$ cat src/rtl/debounce_pkg.sv
// debounce_pkg
// Shared defaults, the counter-width helper and the per-channel output bundle
// for the debounce_bank block and its debounce_channel sub-module.
// Optional feature macro: DEBOUNCE_LONGPRESS_EN (long-press hold detector).
package debounce_pkg;

   localparam int DEF_N_CH        = 4;
   localparam int DEF_CNT_MAX     = 20000;
   localparam int DEF_ON_TH       = 15000;
   localparam int DEF_OFF_TH      = 5000;
   localparam int DEF_HOLD_CYCLES = 2000000;

   // Bits needed to hold values 0..max inclusive.
   function automatic int cnt_w(input int max);
      return (max < 1) ? 1 : $clog2(max + 1);
   endfunction

   typedef struct packed {
      logic lvl;
      logic rise;
      logic fall;
      logic hold;
      logic held;
   } ch_out_t;

endpackage

$ cat src/rtl/debounce_channel.sv
// debounce_channel
// One debounce channel: two-flop synchroniser, saturating up/down integrator,
// hysteresis level, registered rise/fall pulses and, when DEBOUNCE_LONGPRESS_EN
// is defined, a long-press hold detector. With the macro undefined the hold
// outputs are constant 0 and no hold logic exists.
// Ports:
//   clk     - clock
//   rst     - synchronous active-low reset
//   btn_in  - raw asynchronous input, active high
//   ch_out  - registered {lvl, rise, fall, hold, held}
module debounce_channel
   import debounce_pkg::*;
#(
   parameter int CNT_MAX     = DEF_CNT_MAX,
   parameter int ON_TH       = DEF_ON_TH,
   parameter int OFF_TH      = DEF_OFF_TH,
   parameter int HOLD_CYCLES = DEF_HOLD_CYCLES
) (
   input  logic    clk,
   input  logic    rst,
   input  logic    btn_in,
   output ch_out_t ch_out
);

   localparam int            CW        = cnt_w(CNT_MAX);
   localparam logic [CW-1:0] CNT_MAX_C = CW'(CNT_MAX);
   localparam logic [CW-1:0] ON_TH_C   = CW'(ON_TH);
   localparam logic [CW-1:0] OFF_TH_C  = CW'(OFF_TH);
   localparam logic [CW-1:0] CNT_ONE   = CW'(1);

   logic          s1_q, s2_q;
   logic [CW-1:0] cnt_q, cnt_d;
   logic          lvl_q, lvl_d;
   logic          rise_q, rise_d;
   logic          fall_q, fall_d;

   // Level is decided from the next count so the level, its edge pulse and
   // the count that crossed the threshold all land on the same clock edge.
   always_comb begin
      cnt_d = cnt_q;
      if (s2_q && (cnt_q < CNT_MAX_C)) begin
         cnt_d = cnt_q + CNT_ONE;
      end else if (!s2_q && (cnt_q != '0)) begin
         cnt_d = cnt_q - CNT_ONE;
      end

      lvl_d = lvl_q;
      if (cnt_d >= ON_TH_C) begin
         lvl_d = 1'b1;
      end else if (cnt_d <= OFF_TH_C) begin
         lvl_d = 1'b0;
      end

      rise_d = lvl_d & ~lvl_q;
      fall_d = ~lvl_d & lvl_q;
   end

   always_ff @(posedge clk) begin
      if (!rst) begin
         s1_q   <= 1'b0;
         s2_q   <= 1'b0;
         cnt_q  <= '0;
         lvl_q  <= 1'b0;
         rise_q <= 1'b0;
         fall_q <= 1'b0;
      end else begin
         s1_q   <= btn_in;
         s2_q   <= s1_q;
         cnt_q  <= cnt_d;
         lvl_q  <= lvl_d;
         rise_q <= rise_d;
         fall_q <= fall_d;
      end
   end

`ifdef DEBOUNCE_LONGPRESS_EN
   localparam int            HW       = cnt_w(HOLD_CYCLES);
   localparam logic [HW-1:0] HOLD_C   = HW'(HOLD_CYCLES);
   localparam logic [HW-1:0] HOLD_ONE = HW'(1);

   logic [HW-1:0] hcnt_q, hcnt_d;
   logic          hold_q, hold_d;
   logic          held_q, held_d;

   // Counting starts on the first cycle btn_lvl is visible high, so the hold
   // pulse lands HOLD_CYCLES cycles after the rise pulse. Held is qualified
   // by the next level so it drops on the same edge as the fall pulse.
   always_comb begin
      hcnt_d = '0;
      if (lvl_q) begin
         hcnt_d = (hcnt_q < HOLD_C) ? (hcnt_q + HOLD_ONE) : hcnt_q;
      end
      held_d = lvl_d && (hcnt_d == HOLD_C);
      hold_d = held_d && (hcnt_q != HOLD_C);
   end

   always_ff @(posedge clk) begin
      if (!rst) begin
         hcnt_q <= '0;
         hold_q <= 1'b0;
         held_q <= 1'b0;
      end else begin
         hcnt_q <= hcnt_d;
         hold_q <= hold_d;
         held_q <= held_d;
      end
   end

   assign ch_out = {lvl_q, rise_q, fall_q, hold_q, held_q};
`else
   // Hold length is still validated so enabling the feature later cannot
   // expose a bad configuration.
   if (HOLD_CYCLES < 1) begin : g_bad_hold
      $fatal(1, "debounce_channel: HOLD_CYCLES must be at least 1");
   end

   assign ch_out = {lvl_q, rise_q, fall_q, 2'b00};
`endif

endmodule

$ cat src/rtl/debounce_bank.sv
// debounce_bank
// Bank of N_CH independent debouncers for mechanical inputs. All outputs are
// registered; there is no combinational path from btn_in to any output.
// Optional feature macro: DEBOUNCE_LONGPRESS_EN (long-press hold/held outputs;
// tied to 0 when undefined).
// Ports:
//   clk       - clock
//   rst       - synchronous active-low reset
//   btn_in    - raw asynchronous inputs, active high
//   btn_lvl   - debounced level
//   btn_rise  - one-cycle pulse on btn_lvl 0->1
//   btn_fall  - one-cycle pulse on btn_lvl 1->0
//   btn_hold  - one-cycle long-press pulse
//   btn_held  - long-press level
module debounce_bank
   import debounce_pkg::*;
#(
   parameter int N_CH        = DEF_N_CH,
   parameter int CNT_MAX     = DEF_CNT_MAX,
   parameter int ON_TH       = DEF_ON_TH,
   parameter int OFF_TH      = DEF_OFF_TH,
   parameter int HOLD_CYCLES = DEF_HOLD_CYCLES
) (
   input  logic            clk,
   input  logic            rst,
   input  logic [N_CH-1:0] btn_in,
   output logic [N_CH-1:0] btn_lvl,
   output logic [N_CH-1:0] btn_rise,
   output logic [N_CH-1:0] btn_fall,
   output logic [N_CH-1:0] btn_hold,
   output logic [N_CH-1:0] btn_held
);

   if ((N_CH < 1) || (OFF_TH < 0) || (OFF_TH >= ON_TH) || (ON_TH > CNT_MAX)
       || (HOLD_CYCLES < 1)) begin : g_bad_params
      $fatal(1, "debounce_bank: illegal parameter set");
   end

   for (genvar i = 0; i < N_CH; i++) begin : g_ch
      ch_out_t ch_out;

      debounce_channel #(
         .CNT_MAX     (CNT_MAX),
         .ON_TH       (ON_TH),
         .OFF_TH      (OFF_TH),
         .HOLD_CYCLES (HOLD_CYCLES)
      ) u_ch (
         .clk    (clk),
         .rst    (rst),
         .btn_in (btn_in[i]),
         .ch_out (ch_out)
      );

      assign btn_lvl[i]  = ch_out.lvl;
      assign btn_rise[i] = ch_out.rise;
      assign btn_fall[i] = ch_out.fall;
      assign btn_hold[i] = ch_out.hold;
      assign btn_held[i] = ch_out.held;
   end

endmodule

$ cat config.mk
export PLATFORM = sky130hd
export DESIGN_NAME = debounce_bank
export DESIGN_NICKNAME = d
export VERILOG_FILES = /design/src/rtl/debounce_pkg.sv /design/src/rtl/debounce_channel.sv /design/src/rtl/debounce_bank.sv
export SDC_FILE = /design/constraint.sdc
export NUM_CORES = 1
export LEC_CHECK = 0
export BUFFER_PORTS_ARGS = -buffer_cell sky130_fd_sc_hd__buf_2
export CORE_MARGIN = 10
export CORE_UTILIZATION = 30
export CTS_BUF_LIST = sky130_fd_sc_hd__clkbuf_8 sky130_fd_sc_hd__clkbuf_16
export DETAILED_ROUTE_END_ITERATION = 8
export PLACE_DENSITY = 0.41
export SLEW_MARGIN = 20
export SYNTH_ARGS = -nofsm -noshare
export SYNTH_HDL_FRONTEND = slang
export SYNTH_SLANG_ARGS = --single-unit
$ cat constraint.sdc
create_clock -name clk -period 4.4 [get_ports clk]
set_clock_uncertainty 0.2 [all_clocks]
set_input_delay 0.88 -clock clk [delete_from_list [all_inputs] [get_ports clk]]
set_output_delay 0.88 -clock clk [all_outputs]
set_load 0.02 [all_outputs]
==> flow_metrics.py <==
metrics = {
    "critical_path": {
        "rr_endpoint": "g_ch[2].u_ch.lvl_q",
        "path_depth": 11,
        "crit_path_end_kind": "register",
        "cp-start-kind": "register",
        "worst_ep_arrival_time_ns": 3.57,
        "crit_family": "simple AND/OR/NAND/NOR gates",
        "critPathMaxFanout": 8,
        "crit_slowest_cell": "or4b_2",
        "regToRegStartpoint": "g_ch[2].u_ch.cnt_q[0]",
        "slowest_delay_ns": 0.63,
        "ff2ff_path_depth": 11,
        "required_ns": 4.43,
        "crit_start": "g_ch[2].u_ch.cnt_q[0]",
        "critPathKind": "register to register",
        "path_buf_inv": 1,
        "crit_path_end": "g_ch[2].u_ch.lvl_q",
        "r2r_slack_ns": 0.86,
        "cp_cell_sequence": "inv_1 > ha_1 > or4b_2 > nor4_4 > nor4b_1 > or3_1 > a222oi_1 > a2111oi_0 > o211ai_1 > a21o_1 > nand2_1",
    },
    "timing": {
        "worst_pin_slew_ns": 0.860,
        "fin_crit_ns": 3.54,
        "fin_tns_setup_ns": 0,
        "drv_slew": 0,
        "fmax_ghz": 0.282,
        "hold_viol": 0,
        "fin_hold_ws_ns": 0.232,
        "setup_viol": 0,
        "maxSlewHeadroom": 0.424,
        "finalCritPeriodShare": 0.805,
        "rsz0062_at_grt": "no",
    },
    "global_routing": {
        "grt_start_max_net_pins": 48,
        "grt_overflow": 0,
        "grt_pass1_wl_um": 23900,
        "grt_pass1_vias": 4783,
        "grt_util_all_layers": 0.119,
        "antenna_found_initial": 0,
    },
    "routing": {
        "num_vias": 4926,
        "viasPerCell": 5.47,
        "drt-total-wl_um": 13800,
        "ant_nets": 0,
        "drt-initial-drc-count": 398,
        "post_drt_wl_per_cell_um": 15.4,
        "drtPass1Iterations": 5,
        "drc": 0,
    },
    "placed_design": {
        "globalplace.congestion": 0.880,
        "placed_area_mm2": 0.00548,
        "portBuffers": 17,
        "dp_hpwl_um": 10100,
    },
    "floorplan": {
        "num_rows": 48,
        "initial_utilization": 0.308,
        "core_area_mm2": 0.0174,
        "fp.dieW_um": 154,
        "dieHeight_um": 154,
        "ios": 26,
        "dieArea_mm2": 0.0236,
    },
    "power_and_ir_drop": {
        "leakage_uw": 0.00220,
        "vdd_drop_max_mv": 0.290,
        "power.total_uw": 4280,
        "power_density_mw_per_mm2": 742,
    },
    "yosys": {
        "synth_ff_type": "dfxtp_1",
        "avgSynthCellArea_um2": 7.79,
        "yosysWarnings": 0,
        "ys_ff_latch": 80,
        "synth_cell_types": 73,
        "syn_inst": 688,
        "synth_edf_count": 0,
        "syn_area_mm2": 0.00536,
        "synth-seq-area-share": 0.299,
        "ys_async_sr_fraction": 0,
    },
    "finish": {
        "fin_area_mm2": 0.00577,
        "antennaDiodeCount": 0,
        "nNetsFinal": 686,
        "drive_above_1_share": 0.0741,
        "utilization": 0.331,
        "area_growth_pct": 7.51,
    },
    "run_status": {
        "outcome": "finished, final reports clean",
    },
    "job": {
        "cap_violations": 0,
    },
    "clock_network": {
        "cts_tree": "yes",
        "clock_latency_ns": 0.34,
        "cts.sinks": 80,
        "post_cts_buffers": 0,
        "htreeDepth": 3,
        "root_buffer": "clkbuf_16",
        "cts_hold_buffers": 0,
        "cts_resized": 0,
        "clk_pin_slew_ns": 0.06,
        "clk_path_buf_depth": 2,
        "cts_buffers": 9,
    },
    "hold_path": {
        "hp-class": "register to register",
    },
}
-- metrics by stage --
step | std cells | setup WS, ns
6_report | 900 | 0.859
5_1_grt | 900 | 0.646
2_1_floorplan | 695 | 1.24
4_1_cts | 900 | 0.851
3_5_place_dp | 884 | 0.877
3_3_place_gp | 884 | 0.940
-- report_power, final --
group	internal, uW	switching, uW	leakage (uW)
combinational	961	1350	0.00139
sequential	918	314	0.000656
clock	431	310	0.000153
-- Yosys cell counts, types with 6 or more instances --
cell type,count,share of area
or4_1,11,0.015
o211ai_1,11,0.015
and3_1,12,0.014
nor4_1,20,0.023
a21oi_1,17,0.016
nand2b_1,7,0.0082
xor2_1,17,0.028
or3_1,16,0.019
ha_1,10,0.023
xnor2_1,31,0.051
inv_1,28,0.020
dfxtp_1,80,0.30
nand3_1,20,0.019
and2_1,43,0.050
a32oi_1,7,0.011
a31oi_1,12,0.014
nor4b_1,6,0.0098
o22ai_1,7,0.0082
o21ai_0,22,0.021
o211a_1,6,0.011
nor2_1,71,0.050
buf_4,20,0.028
and4_1,6,0.0098
nor3_1,28,0.026
clkbuf_1,32,0.022
nand2_1,47,0.033
nand4_1,18,0.021
-- cells in the final DEF, fill, tap and decap left out, types with 11 or more instances in the layout --
cell | netlist | final
dfxtp_1 | 80 | 80
or4_1 | 11 | 11
nand2_1 | 47 | 47
a31oi_1 | 12 | 12
nor4_1 | 20 | 20
or3_1 | 16 | 16
nor2_1 | 71 | 71
xnor2_1 | 31 | 31
buf_2 | 4 | 17
and2_1 | 43 | 43
nor3_1 | 28 | 28
xor2_1 | 17 | 17
o211ai_1 | 11 | 11
and3_1 | 12 | 12
a21oi_1 | 17 | 17
inv_1 | 28 | 31
nand4_1 | 18 | 18
nand3_1 | 20 | 20
o21ai_0 | 22 | 22
-- logic make-up (layout without fill, tap and decap cells) --
group	after synthesis	count (layout)	share of synthesized area
mux	4	4	0.00770
simple gates	325	325	0.331
fa+ha+maj	10	10	0.0233
compound gates	135	135	0.185
other cells	1	8	0.000699
buf+inv	85	65	0.0758
xor+xnor	48	48	0.0784
flops	80	80	0.299
-- area by class of cell --
class / instances / area, um^2
Clock buffer: 9 / 225
Tap cell: 225 / 282
Sequential cell: 80 / 1600
Inverter: 28 / 105
Multi-Input combinational cell: 530 / 3380
Fill cell: 1889 / 11700
Clock inverter: 7 / 56.3
Timing Repair Buffer: 21 / 115
-- worst reg2reg max path, cell delays in order (launching register included) --
cell and delay, ns:
dfxtp_1 0.36, inv_1 0.13, ha_1 0.19, or4b_2 0.63, nor4_4 0.36, nor4b_1 0.12, or3_1 0.38, a222oi_1 0.40
a2111oi_0 0.17, o211ai_1 0.29, a21o_1 0.16, nand2_1 0.04
-- worst min path at each step --
stage | startpoint | endpoint | slack [ns] | cells past startpoint
2_1_floorplan | g_ch[0].u_ch.s1_q | g_ch[0].u_ch.s2_q | 0.21 | 1
3_3_place_gp | g_ch[1].u_ch.s1_q | g_ch[1].u_ch.s2_q | 0.22 | 1
3_5_place_dp | g_ch[1].u_ch.s1_q | g_ch[1].u_ch.s2_q | 0.22 | 1
4_1_cts | g_ch[1].u_ch.s1_q | g_ch[1].u_ch.s2_q | 0.24 | 1
5_1_grt | g_ch[1].u_ch.s1_q | g_ch[1].u_ch.s2_q | 0.25 | 1
6_report | g_ch[1].u_ch.s1_q | g_ch[1].u_ch.s2_q | 0.23 | 1
-- flip-flops by register name, summed over array words and instances, names as in the netlist --
register and flops:
g_ch.u_ch.cnt_q 60, g_ch.u_ch.fall_q 4, g_ch.u_ch.lvl_q 4, g_ch.u_ch.rise_q 4, g_ch.u_ch.s1_q 4, g_ch.u_ch.s2_q 4
-- metal layers --
| metal | vias to the layer above | part of all wire | GRT usage | wire length, um |
|---|---|---|---|---|
| li1 | 2451 | - | - | - |
| met1 | 2342 | 0.48 | 0.159 | 6710 |
| met2 | 123 | 0.45 | 0.186 | 6270 |
| met3 | 10 | 0.051 | 0.0293 | 700 |
| met4 | 0 | 0.011 | 0.0301 | 159 |
| met5 | - | 0 | 0 | 0 |
(Power assumes the default switching activity.)
